<file path="src/rtl/tag_pool.sv">
// Physical tag free list (2..31) plus per-tag done flags for issue wakeup.
// Latency: alloc_tag is combinational from registered state; flag, count and err updates appear one cycle after the edge.
// Backpressure: alloc_ready drops when the free list is empty; releases into a full list are dropped and flagged in err.
module tag_pool #(
   parameter int NUM_TAGS  = 30,
   parameter int TAG_W     = 5,
   parameter int FIRST_TAG = 2
) (
   input  logic                clk,
   input  logic                rst,
   input  logic                alloc_valid,
   output logic                alloc_ready,
   output logic [TAG_W-1:0]    alloc_tag,
   input  logic                wb0_valid,
   input  logic [TAG_W-1:0]    wb0_tag,
   input  logic                wb1_valid,
   input  logic [TAG_W-1:0]    wb1_tag,
   input  logic                rel_valid,
   input  logic [TAG_W-1:0]    rel_tag,
   output logic [NUM_TAGS-1:0] done_flags,
   output logic [TAG_W-1:0]    free_count,
   output logic                err
);
   localparam int PTR_W = $clog2(NUM_TAGS);

   logic [TAG_W-1:0]    fifo_q [NUM_TAGS];
   logic [TAG_W-1:0]    fifo_d [NUM_TAGS];
   logic [PTR_W-1:0]    head_q, head_d;
   logic [PTR_W-1:0]    tail_q, tail_d;
   logic [TAG_W-1:0]    count_q, count_d;
   logic [NUM_TAGS-1:0] flags_q, flags_d;
   logic                err_q, err_d;
   logic                alloc_fire;
   logic                rel_bad;
   logic                rel_ok;
   logic                wb_hit;

   function automatic logic [PTR_W-1:0] ptr_inc(input logic [PTR_W-1:0] p);
      return (p == PTR_W'(NUM_TAGS - 1)) ? '0 : p + 1'b1;
   endfunction

   always_comb begin
      alloc_ready = (count_q != '0);
      alloc_tag   = fifo_q[head_q];
      alloc_fire  = alloc_valid & alloc_ready;
      // Full-list check uses the count before any same-cycle alloc.
      rel_bad     = rel_valid & ((rel_tag < TAG_W'(FIRST_TAG)) | (count_q == TAG_W'(NUM_TAGS)));
      rel_ok      = rel_valid & ~rel_bad;
      wb_hit      = (wb0_valid & (wb0_tag == alloc_tag)) | (wb1_valid & (wb1_tag == alloc_tag));
   end

   always_comb begin
      fifo_d  = fifo_q;
      head_d  = head_q;
      tail_d  = tail_q;
      count_d = count_q + TAG_W'(rel_ok) - TAG_W'(alloc_fire);
      flags_d = flags_q;
      err_d   = err_q | rel_bad | (alloc_fire & wb_hit);
      if (alloc_fire) begin
         head_d = ptr_inc(head_q);
      end
      if (rel_ok) begin
         fifo_d[tail_q] = rel_tag;
         tail_d         = ptr_inc(tail_q);
      end
      // Tags below FIRST_TAG never match an index, so they are ignored; clear beats set.
      for (int k = 0; k < NUM_TAGS; k++) begin
         if ((wb0_valid && wb0_tag == TAG_W'(k + FIRST_TAG)) ||
             (wb1_valid && wb1_tag == TAG_W'(k + FIRST_TAG))) begin
            flags_d[k] = 1'b1;
         end
         if (alloc_fire && alloc_tag == TAG_W'(k + FIRST_TAG)) begin
            flags_d[k] = 1'b0;
         end
      end
   end

   always_ff @(posedge clk) begin
      if (rst) begin
         for (int i = 0; i < NUM_TAGS; i++) begin
            fifo_q[i] <= TAG_W'(FIRST_TAG + i);
         end
         head_q  <= '0;
         tail_q  <= '0;
         count_q <= TAG_W'(NUM_TAGS);
         flags_q <= '1;
         err_q   <= 1'b0;
      end else begin
         fifo_q  <= fifo_d;
         head_q  <= head_d;
         tail_q  <= tail_d;
         count_q <= count_d;
         flags_q <= flags_d;
         err_q   <= err_d;
      end
   end

   assign done_flags = flags_q;
   assign free_count = count_q;
   assign err        = err_q;
endmodule

</file>
<file path="config.mk">
export PLATFORM = sky130hd
export DESIGN_NAME = tag_pool
export DESIGN_NICKNAME = d
export VERILOG_FILES = /design/src/rtl/tag_pool.sv
export SDC_FILE = /design/constraint.sdc
export NUM_CORES = 1
export LEC_CHECK = 0
export ABC_CLOCK_PERIOD_IN_PS = 8200
export BUFFER_PORTS_ARGS = -buffer_cell sky130_fd_sc_hd__buf_4
export CORE_ASPECT_RATIO = 2
export CORE_MARGIN = 3
export CORE_UTILIZATION = 48
export DETAILED_ROUTE_END_ITERATION = 8
export PLACE_DENSITY_LB_ADDON = 0.08
export SYNTH_ARGS = -nofsm -noshare
export SYNTH_HDL_FRONTEND = slang
export SYNTH_SLANG_ARGS = --single-unit
</file>
<file path="constraint.sdc">
create_clock -name clk -period 8.2 [get_ports clk]
set_clock_uncertainty 0.2 [all_clocks]
set_input_delay 1.64 -clock clk [delete_from_list [all_inputs] [get_ports clk]]
set_output_delay 1.64 -clock clk [all_outputs]
set_load 0.05 [all_outputs]
</file>
==> metrics <==
Placed Area=0.00996 mm²; Min-Delay Path Class=flip-flop to flip-flop; Top FF cell, synth=dfxtp_1; DR pass1 iterations=7; Area Overhead vs Synth=11.4%; gr ovfl total=0; pwr dens=223 mW/mm²; ANT nets after route=0; yosys warns=0; GRT Util Overall=26.4%; initial core utilization=48.8%; Tmin final=5.15 ns; initial antenna violation count=0; unrepaired setup endpoints after global routing=false; cts hold-fix bufs=0; post-CTS sizing=0; Vias/cell=6.04; H-tree levels=4; RD Place Congestion=0.927; post-synthesis sequential area ratio=41.5%; setup_tns=0 ns; Slew headroom=31.7%; CTS root buffer=clkbuf_16; clock slew seen by the registers of the worst setup and hold paths=0.06 ns; worst-path fanout max=38; Max-Cap Viols=0; worst vdd ir=0.167 mV; CTS max path bufs=2; syn_nets=1097; total number of vias=8074; Syn Area/Cell=8.90 µm²; count of pins over their slew limit=0; number of hold violations in the final report=0; Detailed Route Iter0 Violations=444; layout cells sized above 1=12.4%; placement row count=72; Clock Sinks=196; Final Power=2.34 mW; unique cell type count in the Yosys netlist=61; outcome=finished, final reports clean; Mapped Area=0.00945 mm²; Seq cells post-synth=196; io pins=63; Critical Path RT=6.36 ns; max frequency=0.194 GHz; clk_lat worst skew=0.45 ns; Post-CTS Repair Setup Buffers=0; CP startpoint kind=flip-flop; worst-margin pin slew=1.02 ns; Crit. End Element=primary output; Port-buffer cells=62; Layout Cell Area excl Fill=0.0105 mm²; Syn Inst Count=1062; CTS tree=yes; DRC=0; asr flop ratio synth=0%; Die W=105 µm; core area=0.0194 mm²; Setup Crit Path Kind=flip-flop to primary output; first-pass GRT wire length=43.7 mm; per-cell routed wire length=21.3 µm; Die Area=0.0215 mm²; nets=1102; DRT Wirelength=28.5 mm; fin crit share=62.8%; largest net degree at the start of global routing=70; Crit path arrival time=3.31 ns; Pleak=3.41 nW; Post-synth EDFFs=0; # setup viols final=0; detailed placement HPWL=19.6 mm; fillcell total=1820; vias in the first global route=7861; Ant. Diodes=0; clock buffer count from CTS=17; fin util=54.3%; Die Ht=204 µm
-- state kept, by name, indices dropped and copies added (netlist names) --
name        cells
free_count      5
done_flags     30
err             1
fifo_q        150
head_q          5
tail_q          5
-- critical path, cell delays in order, from the launching register on --
cell	delay, ns
dfxtp_2	0.31
buf_4	0.50
or3b_2	0.52
o22ai_1	0.25
nor4_1	0.10
a21oi_1	0.80
buf_4	0.34
-- cell usage in the layout, fill, tap and decap left out, drive strengths merged, types with 6 or more instances in the layout --
master and instances:
o22ai 66, buf 70, nand3 10, dfxtp 196, ha 13, nor2 48
nor2b 80, clkbuf 22, mux4 18, nor3 14, inv 16, nor4 6
xnor2 12, nand4 9, mux2i 40, nand3b 11, nand2 100, a21oi 77
o21ai 84, nand2b 41, a211o 75, clkinv 6
-- metrics by stage --
step / hold WS, ns / setup slack, ns / cells
2_1_floorplan: 0.249 / 4.15 / 1062
3_3_place_gp: 0.259 / 3.51 / 1307
3_5_place_dp: 0.266 / 3.40 / 1307
4_1_cts: 0.276 / 3.10 / 1337
5_1_grt: 0.295 / 2.92 / 1337
6_report: 0.275 / 3.05 / 1337
-- synthesized netlist by cell type (14+ instances only) --
library cell / instances / area share (%)
dfxtp_1: 196 / 42
nand2_1: 100 / 4.0
o21ai_0: 84 / 4.4
nor2b_1: 80 / 5.3
a21oi_1: 77 / 4.1
a211o_1: 75 / 7.0
clkbuf_1: 67 / 2.7
o22ai_1: 66 / 4.4
nor2_1: 47 / 1.9
nand2b_1: 41 / 2.7
mux2i_1: 40 / 4.2
mux4_2: 16 / 3.8
inv_1: 14 / 0.56
nor3_1: 14 / 0.74
-- metal layers --
| layer | global-route usage, % | up-vias | part of all wire (%) |
|---|---|---|---|
| met5 | 0 | - | 0 |
| met4 | 13.8 | 0 | 4.8 |
| met3 | 4.02 | 77 | 3.9 |
| met2 | 50.8 | 263 | 55 |
| met1 | 26.8 | 3891 | 36 |
| li1 | - | 3843 | - |
-- final timing paths --
check / cells past startpoint / slack, ns / end / start
worst max register to register: 15 / 4.37 / free_count[4] / free_count[2]
worst min register to register: 2 / 0.28 / fifo_q[37] / fifo_q[37]
worst max-delay path: 6 / 3.05 / alloc_tag[4] / head_q[1]
worst min-delay path: 2 / 0.28 / fifo_q[37] / fifo_q[37]
-- layout make-up --
class	count	area, µm²	share of cell area [%]
Multi-Input combinational cell	765	5120	48.7
Tap cell	259	324	3.08
Sequential cell	196	3930	37.3
Clock inverter	8	77.6	0.737
Timing Repair Buffer	70	526	4.99
Inverter	17	63.8	0.606
Clock buffer	22	484	4.60
-- power breakdown --
group / switching, mW / total (mW) / leakage, nW / internal, mW
Clock: 0.368 / 0.815 / 0.274 / 0.447
Sequential: 0.0296 / 1.02 / 1.59 / 0.986
Combinational: 0.342 / 0.513 / 1.55 / 0.171
-- cell families (layout without fill, tap and decap cells) --
family	after synthesis	after routing	share of synthesized area [%]
compound gates	328	328	22.5
xor+xnor	16	16	1.48
fa+ha+maj	14	14	1.93
buf+inv	101	117	4.28
flops	196	196	41.5
mux	62	62	9.08
simple gates	345	345	19.2
(Power assumes the default switching activity.)
